$ cat src/rtl/pattern_gen_if.sv
`timescale 1ns/1ps
`default_nettype none
// ============================================================================
//  Module   : pattern_gen_if
//  Purpose  : Bundles the timing-generator strobes, mode request and the
//             re-aligned pixel output of pattern_gen.
//             master : the side feeding timing/mode and receiving pixels
//             slave  : pattern_gen itself
//  Ports    : mode_in/mode_valid, vs_in/hs_in/de_in, x_in/y_in (to slave)
//             vs_out/hs_out/de_out, r_out/g_out/b_out, frame_cnt, mode_cur
//             (from slave)
//  Revision : 1.0 - initial release
// ============================================================================
interface pattern_gen_if #(
    parameter int X_BITS     = 12,
    parameter int Y_BITS     = 12,
    parameter int COLOR_BITS = 8
);
    logic [2:0]            mode_in;
    logic                  mode_valid;
    logic                  vs_in;
    logic                  hs_in;
    logic                  de_in;
    logic [X_BITS-1:0]     x_in;
    logic [Y_BITS-1:0]     y_in;
    logic                  vs_out;
    logic                  hs_out;
    logic                  de_out;
    logic [COLOR_BITS-1:0] r_out;
    logic [COLOR_BITS-1:0] g_out;
    logic [COLOR_BITS-1:0] b_out;
    logic [15:0]           frame_cnt;
    logic [2:0]            mode_cur;

    modport master (
        output mode_in, mode_valid, vs_in, hs_in, de_in, x_in, y_in,
        input  vs_out, hs_out, de_out, r_out, g_out, b_out, frame_cnt, mode_cur
    );

    modport slave (
        input  mode_in, mode_valid, vs_in, hs_in, de_in, x_in, y_in,
        output vs_out, hs_out, de_out, r_out, g_out, b_out, frame_cnt, mode_cur
    );
endinterface
`default_nettype wire

$ cat src/rtl/pattern_gen.sv
`timescale 1ns/1ps
`default_nettype none
// ============================================================================
//  Module   : pattern_gen
//  Purpose  : Video test-pattern generator placed after the timing generator.
//             Turns vs/hs/de + active coordinates into RGB pixels with a
//             fixed 2-cycle latency on every output. Modes:
//             0 white, 1 colour bars, 2 checkerboard, 3 gray ramp,
//             4 bouncing box, 5 grid, 6/7 black.
//             Mode changes land only on a vs_in rising edge.
//  Ports    : clk, rst (sync, active-high), bus (pattern_gen_if.slave)
//  Options  : define PG_BORDER_EN to force a 1-pixel white frame border.
//  Revision : 1.0 - initial release
// ============================================================================
module pattern_gen #(
    parameter int X_BITS     = 12,
    parameter int Y_BITS     = 12,
    parameter int H_ACT      = 640,
    parameter int V_ACT      = 480,
    parameter int COLOR_BITS = 8,
    parameter int BOX_SIZE   = 64
) (
    input  wire logic       clk,
    input  wire logic       rst,
    pattern_gen_if.slave    bus
);
    localparam logic [X_BITS-1:0]     c_bx_max   = X_BITS'(H_ACT - BOX_SIZE);
    localparam logic [Y_BITS-1:0]     c_by_max   = Y_BITS'(V_ACT - BOX_SIZE);
    localparam logic [X_BITS-1:0]     c_bar_last = X_BITS'((H_ACT >> 3) - 1);
    localparam logic [X_BITS-1:0]     c_x_one    = X_BITS'(1);
    localparam logic [Y_BITS-1:0]     c_y_one    = Y_BITS'(1);
    localparam logic [COLOR_BITS-1:0] c_col_ones = '1;
    localparam logic [COLOR_BITS-1:0] c_col_msb  = COLOR_BITS'(1) << (COLOR_BITS - 1);

    // ---------------- frame control ----------------
    logic              r_vs_prev;
    logic [2:0]        r_mode_pend;
    logic [2:0]        r_mode_cur;
    logic [15:0]       r_frame_cnt;
    logic [X_BITS-1:0] r_bx;
    logic [Y_BITS-1:0] r_by;
    logic              r_dir_x;
    logic              r_dir_y;
    logic              w_frame_start;

    assign w_frame_start = bus.vs_in & ~r_vs_prev;

    // mode_cur picks up the pending value as it was before this edge, so a
    // strobe coinciding with frame start only takes effect one frame later.
    always_ff @(posedge clk) begin
        if (rst) begin
            r_vs_prev   <= 1'b0;
            r_mode_pend <= 3'd0;
            r_mode_cur  <= 3'd0;
            r_frame_cnt <= 16'd0;
            r_bx        <= '0;
            r_by        <= '0;
            r_dir_x     <= 1'b0;
            r_dir_y     <= 1'b0;
        end else begin
            r_vs_prev <= bus.vs_in;
            if (bus.mode_valid) begin
                r_mode_pend <= bus.mode_in;
            end
            if (w_frame_start) begin
                r_frame_cnt <= r_frame_cnt + 16'd1;
                r_mode_cur  <= r_mode_pend;
                // Box bounces between 0 and ACT-BOX_SIZE on each axis.
                if (!r_dir_x) begin
                    if (r_bx == c_bx_max) begin
                        r_dir_x <= 1'b1;
                        r_bx    <= r_bx - c_x_one;
                    end else begin
                        r_bx    <= r_bx + c_x_one;
                    end
                end else begin
                    if (r_bx == '0) begin
                        r_dir_x <= 1'b0;
                        r_bx    <= r_bx + c_x_one;
                    end else begin
                        r_bx    <= r_bx - c_x_one;
                    end
                end
                if (!r_dir_y) begin
                    if (r_by == c_by_max) begin
                        r_dir_y <= 1'b1;
                        r_by    <= r_by - c_y_one;
                    end else begin
                        r_by    <= r_by + c_y_one;
                    end
                end else begin
                    if (r_by == '0) begin
                        r_dir_y <= 1'b0;
                        r_by    <= r_by + c_y_one;
                    end else begin
                        r_by    <= r_by - c_y_one;
                    end
                end
            end
        end
    end

    // ---------------- colour-bar tracker ----------------
    // Registers hold the bar of the pixel currently on x_in; they rewind
    // during blanking so the first active pixel of each line is bar 0.
    logic [X_BITS-1:0] r_bar_cnt;
    logic [2:0]        r_bar_idx;

    always_ff @(posedge clk) begin
        if (rst || !bus.de_in) begin
            r_bar_cnt <= c_bar_last;
            r_bar_idx <= 3'd0;
        end else if (r_bar_cnt == '0) begin
            r_bar_cnt <= c_bar_last;
            if (r_bar_idx != 3'd7) begin
                r_bar_idx <= r_bar_idx + 3'd1;
            end
        end else begin
            r_bar_cnt <= r_bar_cnt - c_x_one;
        end
    end

    // ---------------- stage 1: pattern decision ----------------
    // The decision is kept compact: three on/off channel flags, a gray
    // flag with its ramp value, and a dark-blue flag for the box background.
    logic [X_BITS:0] w_bx_end;
    logic [Y_BITS:0] w_by_end;
    logic            w_in_box;
    logic [2:0]      w_rgb;
    logic            w_gray_en;
    logic            w_dkblue;

    assign w_bx_end = {1'b0, r_bx} + (X_BITS+1)'(BOX_SIZE);
    assign w_by_end = {1'b0, r_by} + (Y_BITS+1)'(BOX_SIZE);
    assign w_in_box = (bus.x_in >= r_bx) && ({1'b0, bus.x_in} < w_bx_end) &&
                      (bus.y_in >= r_by) && ({1'b0, bus.y_in} < w_by_end);

    always_comb begin
        w_rgb     = 3'b000;
        w_gray_en = 1'b0;
        w_dkblue  = 1'b0;
        case (r_mode_cur)
            3'd0: w_rgb = 3'b111;
            3'd1: begin
                case (r_bar_idx)
                    3'd0:    w_rgb = 3'b111;
                    3'd1:    w_rgb = 3'b110;
                    3'd2:    w_rgb = 3'b011;
                    3'd3:    w_rgb = 3'b010;
                    3'd4:    w_rgb = 3'b101;
                    3'd5:    w_rgb = 3'b100;
                    3'd6:    w_rgb = 3'b001;
                    default: w_rgb = 3'b000;
                endcase
            end
            3'd2: w_rgb = {3{bus.x_in[5] ^ bus.y_in[5]}};
            3'd3: w_gray_en = 1'b1;
            3'd4: begin
                if (w_in_box) begin
                    w_rgb = 3'b100;
                end else begin
                    w_dkblue = 1'b1;
                end
            end
            3'd5: w_rgb = {3{(bus.x_in[5:0] == 6'd0) || (bus.y_in[5:0] == 6'd0)}};
            default: w_rgb = 3'b000;
        endcase
`ifdef PG_BORDER_EN
        if ((bus.x_in == '0) || (bus.x_in == X_BITS'(H_ACT - 1)) ||
            (bus.y_in == '0) || (bus.y_in == Y_BITS'(V_ACT - 1))) begin
            w_rgb     = 3'b111;
            w_gray_en = 1'b0;
            w_dkblue  = 1'b0;
        end
`endif
    end

    logic [2:0] r_s1_rgb;
    logic       r_s1_gray_en;
    logic [7:0] r_s1_gray;
    logic       r_s1_dkblue;

    always_ff @(posedge clk) begin
        if (rst) begin
            r_s1_rgb     <= 3'b000;
            r_s1_gray_en <= 1'b0;
            r_s1_gray    <= 8'd0;
            r_s1_dkblue  <= 1'b0;
        end else begin
            r_s1_rgb     <= w_rgb;
            r_s1_gray_en <= w_gray_en;
            r_s1_gray    <= bus.x_in[7:0];
            r_s1_dkblue  <= w_dkblue;
        end
    end

    // Gray ramp left-aligned into the channel width.
    logic [COLOR_BITS-1:0] w_gray_c;
    generate
        if (COLOR_BITS > 8) begin : g_gray_wide
            assign w_gray_c = {r_s1_gray, {(COLOR_BITS-8){1'b0}}};
        end else if (COLOR_BITS == 8) begin : g_gray_eq
            assign w_gray_c = r_s1_gray;
        end else begin : g_gray_narrow
            assign w_gray_c = r_s1_gray[7 -: COLOR_BITS];
        end
    endgenerate

    // ---------------- stage 2: colour + sync alignment ----------------
    logic [1:0]            r_vs_d;
    logic [1:0]            r_hs_d;
    logic [1:0]            r_de_d;
    logic [COLOR_BITS-1:0] r_r;
    logic [COLOR_BITS-1:0] r_g;
    logic [COLOR_BITS-1:0] r_b;

    always_ff @(posedge clk) begin
        if (rst) begin
            r_vs_d <= 2'b00;
            r_hs_d <= 2'b00;
            r_de_d <= 2'b00;
        end else begin
            r_vs_d <= {r_vs_d[0], bus.vs_in};
            r_hs_d <= {r_hs_d[0], bus.hs_in};
            r_de_d <= {r_de_d[0], bus.de_in};
        end
    end

    // r_de_d[0] becomes de_out on the same edge the colour is registered,
    // so gating on it blanks exactly the pixels where de_out is low.
    always_ff @(posedge clk) begin
        if (rst || !r_de_d[0]) begin
            r_r <= '0;
            r_g <= '0;
            r_b <= '0;
        end else if (r_s1_gray_en) begin
            r_r <= w_gray_c;
            r_g <= w_gray_c;
            r_b <= w_gray_c;
        end else begin
            r_r <= r_s1_rgb[2] ? c_col_ones : '0;
            r_g <= r_s1_rgb[1] ? c_col_ones : '0;
            r_b <= r_s1_rgb[0] ? c_col_ones : (r_s1_dkblue ? c_col_msb : '0);
        end
    end

    assign bus.vs_out    = r_vs_d[1];
    assign bus.hs_out    = r_hs_d[1];
    assign bus.de_out    = r_de_d[1];
    assign bus.r_out     = r_r;
    assign bus.g_out     = r_g;
    assign bus.b_out     = r_b;
    assign bus.frame_cnt = r_frame_cnt;
    assign bus.mode_cur  = r_mode_cur;

endmodule
`default_nettype wire
$ cat src/flat_wrapper.sv
// flat-port wrapper written by rule: the top's interface ports become plain ports
module pattern_gen_flat 
#(
    parameter int X_BITS     = 12,
    parameter int Y_BITS     = 12,
    parameter int H_ACT      = 640,
    parameter int V_ACT      = 480,
    parameter int COLOR_BITS = 8,
    parameter int BOX_SIZE   = 64
)
  (clk, rst, bus_mode_in, bus_mode_valid, bus_vs_in, bus_hs_in, bus_de_in, bus_x_in, bus_y_in, bus_vs_out, bus_hs_out, bus_de_out, bus_r_out, bus_g_out, bus_b_out, bus_frame_cnt, bus_mode_cur);
  pattern_gen_if #(.X_BITS(X_BITS), .Y_BITS(Y_BITS), .COLOR_BITS(COLOR_BITS)) bus_i ();
  input  wire logic clk;
  input  wire logic rst;
  input wire logic [$bits(bus_i.mode_in)-1:0] bus_mode_in;
  input wire logic [$bits(bus_i.mode_valid)-1:0] bus_mode_valid;
  input wire logic [$bits(bus_i.vs_in)-1:0] bus_vs_in;
  input wire logic [$bits(bus_i.hs_in)-1:0] bus_hs_in;
  input wire logic [$bits(bus_i.de_in)-1:0] bus_de_in;
  input wire logic [$bits(bus_i.x_in)-1:0] bus_x_in;
  input wire logic [$bits(bus_i.y_in)-1:0] bus_y_in;
  output wire logic [$bits(bus_i.vs_out)-1:0] bus_vs_out;
  output wire logic [$bits(bus_i.hs_out)-1:0] bus_hs_out;
  output wire logic [$bits(bus_i.de_out)-1:0] bus_de_out;
  output wire logic [$bits(bus_i.r_out)-1:0] bus_r_out;
  output wire logic [$bits(bus_i.g_out)-1:0] bus_g_out;
  output wire logic [$bits(bus_i.b_out)-1:0] bus_b_out;
  output wire logic [$bits(bus_i.frame_cnt)-1:0] bus_frame_cnt;
  output wire logic [$bits(bus_i.mode_cur)-1:0] bus_mode_cur;
  assign bus_i.mode_in = bus_mode_in;
  assign bus_i.mode_valid = bus_mode_valid;
  assign bus_i.vs_in = bus_vs_in;
  assign bus_i.hs_in = bus_hs_in;
  assign bus_i.de_in = bus_de_in;
  assign bus_i.x_in = bus_x_in;
  assign bus_i.y_in = bus_y_in;
  assign bus_vs_out = bus_i.vs_out;
  assign bus_hs_out = bus_i.hs_out;
  assign bus_de_out = bus_i.de_out;
  assign bus_r_out = bus_i.r_out;
  assign bus_g_out = bus_i.g_out;
  assign bus_b_out = bus_i.b_out;
  assign bus_frame_cnt = bus_i.frame_cnt;
  assign bus_mode_cur = bus_i.mode_cur;
  pattern_gen #(.X_BITS(X_BITS), .Y_BITS(Y_BITS), .H_ACT(H_ACT), .V_ACT(V_ACT), .COLOR_BITS(COLOR_BITS), .BOX_SIZE(BOX_SIZE)) u_core (.clk(clk), .rst(rst), .bus(bus_i));
endmodule
$ cat config.mk
export PLATFORM = sky130hd
export DESIGN_NAME = pattern_gen_flat
export DESIGN_NICKNAME = d
export VERILOG_FILES = /design/src/rtl/pattern_gen_if.sv /design/src/rtl/pattern_gen.sv /design/src/flat_wrapper.sv
export SDC_FILE = /design/constraint.sdc
export NUM_CORES = 1
export LEC_CHECK = 0
export CORE_MARGIN = 3
export CORE_UTILIZATION = 30
export CTS_CLUSTER_SIZE = 8
export DETAILED_ROUTE_END_ITERATION = 8
export PLACE_DENSITY = 0.51
export SLEW_MARGIN = 5
export SYNTH_ARGS = -nofsm -noshare
export SYNTH_HDL_FRONTEND = slang
export SYNTH_SLANG_ARGS = --single-unit
$ cat constraint.sdc
create_clock -name clk -period 2.4 [get_ports clk]
set_clock_uncertainty 0.1 [all_clocks]
set_input_delay 0.36 -clock clk [delete_from_list [all_inputs] [get_ports clk]]
set_output_delay 0.36 -clock clk [all_outputs]
set_load 0.02 [all_outputs]
==> After elaboration in Yosys (flattened, before gate mapping) <==
Cells that the tools add are included.
{ "classes": {"eq_ne": 14, "n_mul": 0, "muxes": 24, "bitwise_logic": 4, "addsub": 9, "magnitude_cmp": 4, "n_reduce_logical": 18, "shift": 0, "div": 0} }
{ "op_table": {"columns": ["cell", "count"], "rows": [
  ["$mux 12", 6],
  ["$mux 8", 7],
  ["$logic_not 12->1", 3],
  ["$sub 12x1->12 const B", 3],
  ["$add 12x7->13 const B", 2],
  ["$lt 12x13->1", 2],
  ["$add 12x1->12 const B", 2],
  ["$ge 12x12->1", 2],
  ["$pmux 3 s7", 1],
  ["$add 16x1->16 const B", 1],
  ["$eq 3x3->1 const B", 5],
  ["$pmux 3 s5", 1],
  ["$eq 12x10->1 const B", 1],
  ["$eq 12x9->1 const B", 1],
  ["$eq 3x2->1 const B", 4],
  ["$logic_not 6->1", 2],
  ["$mux 1", 8],
  ["$eq 3x1->1 const B", 2],
  ["$logic_not 3->1", 2],
  ["$reduce_or 2->1", 2],
  ["$add 3x1->3 const B", 1],
  ["$logic_and 1x1->1", 3],
  ["$logic_or 1x1->1", 3],
  ["$mux 3", 1],
  ["6 further kinds", 8]
]} }
{ "word_totals": {"ff_bits": 107, "romBits": 0, "n_memories": 0, "input_bits": 33, "ram_bits": 0, "wordCells": 93, "latch_bits": 0} }

==> Logic depth before layout (Yosys ltp) <==
{ "logic_depth": {"depth_word": 7, "depth_mapped": 11} }

==> Worst setup path before layout <==
OpenSTA, ideal clock, no wires.
{ "synth_path": {"path_kind": "reg-to-reg", "start": "register u_core.r_bx[6]", "end": "register u_core.r_s1_dkblue", "path_buffers": 0, "arrival_ns": 2.285, "slack_ns": -0.100, "path_stages_with_launch": 11, "cell_sequence": "dfxtp_1 -> ha_1 -> and3_1 -> xnor2_1 -> ha_1 -> a21o_1 -> a21oi_1 -> nor2_1 -> or3_1 -> a211o_1 -> o21ba_2"} }
{ "synth_between": {"elab_chain_cells": 6} }
{ "synth_lines": {"columns": ["item", "line_no", "text"], "rows": [
  ["start, declared", "pattern_gen.sv:40", "logic [X_BITS-1:0] r_bx;"],
  ["start signal, assigned", "pattern_gen.sv:72", "r_bx <= r_bx - c_x_one;"],
  ["start signal, assigned", "pattern_gen.sv:74", "r_bx <= r_bx + c_x_one;"],
  ["start signal, assigned", "pattern_gen.sv:79", "r_bx <= r_bx + c_x_one;"],
  ["$add 12x7->13", "pattern_gen.sv:133", "assign w_bx_end = {1'b0, r_bx} + (X_BITS+1)'(BOX_SIZE);"],
  ["$lt 12x13->1", "pattern_gen.sv:135", "assign w_in_box = (bus.x_in >= r_bx) && ({1'b0, bus.x_in} < w_bx_end) &&"],
  ["$logic_and 1x1->1 (*) (2 in series)", "pattern_gen.sv:135", null],
  ["$logic_and 1x1->1 (*)", "pattern_gen.sv:136", "(bus.y_in >= r_by) && ({1'b0, bus.y_in} < w_by_end);"],
  ["$mux 1 (*)", "pattern_gen.sv:159", "if (w_in_box) begin"],
  ["end signal, assigned", "pattern_gen.sv:193", "r_s1_dkblue <= w_dkblue;"],
  ["end, declared", "pattern_gen.sv:181", "logic r_s1_dkblue;"]
]} }
Every way passes the cells marked *; elsewhere a longest branch is shown, timed or not.
A chain may end at the register's enable or synchronous reset.

==> Final worst setup path <==
{ "layout_path": {"start": "register u_core.r_bx[7]", "end": "register u_core.r_s1_dkblue"} }
Same word-level chain as after synthesis.

==> impl_metrics.env <==
export IMPL_drtIter0Drc=261
export IMPL_num_vias=5145
export IMPL_nets=900
export IMPL_syn_area_per_cell_um2=8.663
export IMPL_drt_antenna_violating_nets=0
export IMPL_max_slew_margin_rel_pct=65.07
export IMPL_synth_xor_area_share_pct=7.089
export IMPL_cp_max_fo=3
export IMPL_internal_power_w=0.002860
export IMPL_ir_worst_vdd_mv=0.2861
export IMPL_post_route_period_util_pct=106.1
export IMPL_nFillCells=1815
export IMPL_cts_hold_buffers_added=0
export IMPL_ys_seq_area_share_pct=37.34
export IMPL_drive_gt1_share_pct=17.89
export IMPL_leakage_nw=2.982
export IMPL_core_um2=18270
export IMPL_grtUsageMet3_pct=2.329
export IMPL_placementRows=49
export IMPL_hold_end="u_core.r_bar_cnt[0]"
export IMPL_routabilityCongestion=0.8435
export IMPL_violations="setup timing"
export IMPL_max_slew_worst_pin_slew_ps=524.0
export IMPL_synthTopCellsByArea="dfxtp_1 37%, ha_1 12%, a21oi_1 5.3%"
export IMPL_r2r_start="u_core.r_bx[7]"
export IMPL_arrival_ps=2700
export IMPL_synth_nets=745
export IMPL_viasPerCell=4.923
export IMPL_die_h_um=143.6
export IMPL_pwr_share_seq_pct=47.4
export IMPL_synthMuxAreaShare_pct=3.633
export IMPL_grt_max_degree=26
export IMPL_synth_ff_latch_count=106
export IMPL_antenna_cells=0
export IMPL_path_class="reg2reg"
export IMPL_reg2reg_depth=10
export IMPL_synthSimpleGateAreaFrac_pct=22.96
export IMPL_syn_area_um2=5683
export IMPL_clk_pin_slew_worst_paths_ps=70
export IMPL_synth_top_cell_by_area="dfxtp_1"
export IMPL_async_reset_ff_share_pct=0
export IMPL_synthCells=656
export IMPL_synth_top_family_by_area="simple AND/OR/NAND/NOR gates"
export IMPL_power_w=0.003841
export IMPL_grt_usage_pct=15.43
export IMPL_rrSetupSlack_ps=-150
export IMPL_regArea_um2=2126
export IMPL_synth_top_area_share_pct=37.34
export IMPL_end_kind="flip-flop"
export IMPL_synthFlopType="dfxtp_1"
export IMPL_cts_path_max_buffers=2
export IMPL_die_x_um=143.6
export IMPL_die_area_um2=20630
export IMPL_synth_compound_area_share_pct=12.15
export IMPL_status="finished with violations"
export IMPL_clkPwrFrac_pct=40.2
export IMPL_multi_input_area_um2=3387
export IMPL_hold_viol_final=0
export IMPL_placedInstanceArea_um2=7346
export IMPL_first_pass_iters=4
export IMPL_hold_class="reg2reg"
export IMPL_fin_tns_setup_ps=-275.5
export IMPL_clkLatencyLatePin_ps=350
export IMPL_grt_pass1_wl_um=25470
export IMPL_antenna_found_initial=0
export IMPL_groute_layer_met1_usage_pct=19.20
export IMPL_initial_utilization_pct=31.11
export IMPL_r2r_end="u_core.r_s1_dkblue"
export IMPL_synth_enable_flop_cells=0
export IMPL_hold_ws_ps=320.3
export IMPL_cts_tree="yes"
export IMPL_fin_ws_ps=-145.6
export IMPL_ctsRootBufferMaster="clkbuf_16"
export IMPL_final_util_pct=42.30
export IMPL_rsz0062_at_grt="true"
export IMPL_area_growth_pct=36.00
export IMPL_grt_pass1_vias=5258
export IMPL_power_density_nw_per_um2=497.0
export IMPL_power_frac_comb_pct=12.3
export IMPL_switching_power_w=0.0009809
export IMPL_finalMaxSlewViolations=0
export IMPL_drc=0
export IMPL_htreeDepth=3
export IMPL_worstSetupStartpointType="flip-flop"
export IMPL_clock_sinks=106
export IMPL_wl_per_cell_um=15.12
export IMPL_swShare_pct=25.54
export IMPL_setup_violations=2
export IMPL_fmax_mhz=392.8
export IMPL_portBuffers=78
export IMPL_yosys_cell_types_count=59
export IMPL_cap_violations=0
export IMPL_grt_busiest_layer="met2"
export IMPL_synthAdderAreaFrac_pct=12.33
export IMPL_hp_start="u_core.r_bar_cnt[0]"
export IMPL_min_period_ps=2546
export IMPL_wl_um=15800
export IMPL_final_cell_area_um2=7729
export IMPL_io_pins=79
export IMPL_cts_buffers=9
export IMPL_grt_ovfl_total=0
export IMPL_ys_warn_count=0
export IMPL_whs_path_depth=1
export IMPL_post_dp_hpwl_um=12550
export IMPL_gr_usage_met2_pct=26.93
export IMPL_cp_required_ps=2550
==> layout by cell type, fill, tap and decap left out, types with 3 or more instances in the layout <==
master and n:
nand3_1 23, or3_1 9, nand4b_1 4, buf_4 91, nand4_1 15, dfxtp_2 3
nor3_1 7, nor2_1 72, inv_1 39, and4_1 3, nand2_1 47, nor2b_1 18
a211oi_1 6, and3_4 3, a31o_2 3, and2_1 4, a21oi_1 58, dfxtp_1 103
mux2i_1 14, xor2_1 17, ha_1 55, nand2b_1 9, xnor2_1 28, mux2_2 5
a21o_1 7, and3_1 5, o21ai_0 9, nor4_1 7, clkbuf_16 9, a31oi_1 4
clkdlybuf4s50_1 77
==> how the worst max path moves through the flow <==
| stage | slack [ps] | cells after the start | end | start |
|---|---|---|---|---|
| after floorplan | -10 | 10 | u_core.r_s1_dkblue | u_core.r_bx[7] |
| after global placement | -360 | 9 | u_core.r_s1_rgb[2] | bus_y_in[1] |
| after detailed placement | -390 | 9 | u_core.r_s1_rgb[2] | bus_y_in[1] |
| after CTS | -150 | 10 | u_core.r_s1_dkblue | u_core.r_bx[7] |
| after global routing | -260 | 10 | u_core.r_s1_dkblue | u_core.r_bx[7] |
| final | -150 | 10 | u_core.r_s1_dkblue | u_core.r_bx[7] |
==> what timing repair did <==
action,CTS,global route
cloned,0,0
pin swaps,6,1
gates resized for setup,8,8
setup endpoints to repair,8,16
buffers inserted,1,0
==> kinds of logic (layout without fill, tap and decap cells) <==
family	Yosys count	in the layout
compound gates	112	112
buf+inv	66	226
simple gates	250	250
mux	20	20
flops	106	106
fa+ha+maj	56	56
xor+xnor	46	46
==> stage by stage <==
step / cells / setup WS (ps)
after CTS: 1045 / -149.3
after global placement: 1028 / -356.1
after floorplan: 656 / -11.60
final: 1045 / -145.6
after detailed placement: 1028 / -389.1
after global routing: 1045 / -255.8
==> cells in the mapped netlist (5+ instances only) <==
| cell | number |
|---|---|
| or3_1 | 10 |
| nor4_1 | 7 |
| nor2_1 | 73 |
| nand4_1 | 15 |
| buf_1 | 5 |
| nand2_1 | 48 |
| ha_1 | 56 |
| a21o_1 | 7 |
| nand2b_1 | 9 |
| a21oi_1 | 60 |
| clkbuf_1 | 17 |
| xor2_1 | 17 |
| nor3_1 | 7 |
| mux2_2 | 5 |
| and3_1 | 8 |
| o21ai_0 | 9 |
| nand3_1 | 24 |
| dfxtp_1 | 106 |
| nor2b_1 | 19 |
| mux2i_1 | 15 |
| xnor2_1 | 29 |
| inv_1 | 40 |
| a211oi_1 | 6 |
==> area by class of cell <==
type	count	area share, %
multi-input cells	484	43.82
flip-flops and latches	106	27.51
repair buffers	170	19.02
well taps	229	3.707
clock buffers	9	2.914
inverters	40	1.943
clock inverters	7	1.085
==> worst max-delay path: stages, from the launching register on <==
cell and delay, ps:
dfxtp_2 350, ha_4 160, and3_4 190, xnor2_2 130
ha_1 300, a21o_1 170, a21oi_2 160, nor2_1 50
or3_1 360, a211o_1 280, o21ba_2 200
==> metal layers <==
layer	vias up	part of all wire [%]
li1	2594	-
met1	2420	46
met2	107	48
met3	24	4.3
met4	0	2.1
met5	-	0
==> power groups by stage <==
stage | clock, W | combinational [W] | sequential [W]
3_5_place_dp | 0 | 0.000470 | 0.00186
2_1_floorplan | 0 | 0.000210 | 0.00188
4_1_cts | 0.00159 | 0.000476 | 0.00182
6_report | 0.00155 | 0.000473 | 0.00182
5_1_grt | 0.00165 | 0.000524 | 0.00183
3_3_place_gp | 0 | 0.000460 | 0.00186
==> flip-flops by register name (all words and copies together), names as in the netlist, 3 cells and up <==
register / count
u_core.bus.frame_cnt: 16
u_core.r_bar_cnt: 12
u_core.r_bx: 12
u_core.r_by: 12
u_core.bus.b_out: 8
u_core.bus.g_out: 8
u_core.bus.r_out: 8
u_core.r_s1_gray: 8
u_core.bus.mode_cur: 3
u_core.r_bar_idx: 3
u_core.r_mode_pend: 3
u_core.r_s1_rgb: 3
(Power assumes the default switching activity.)
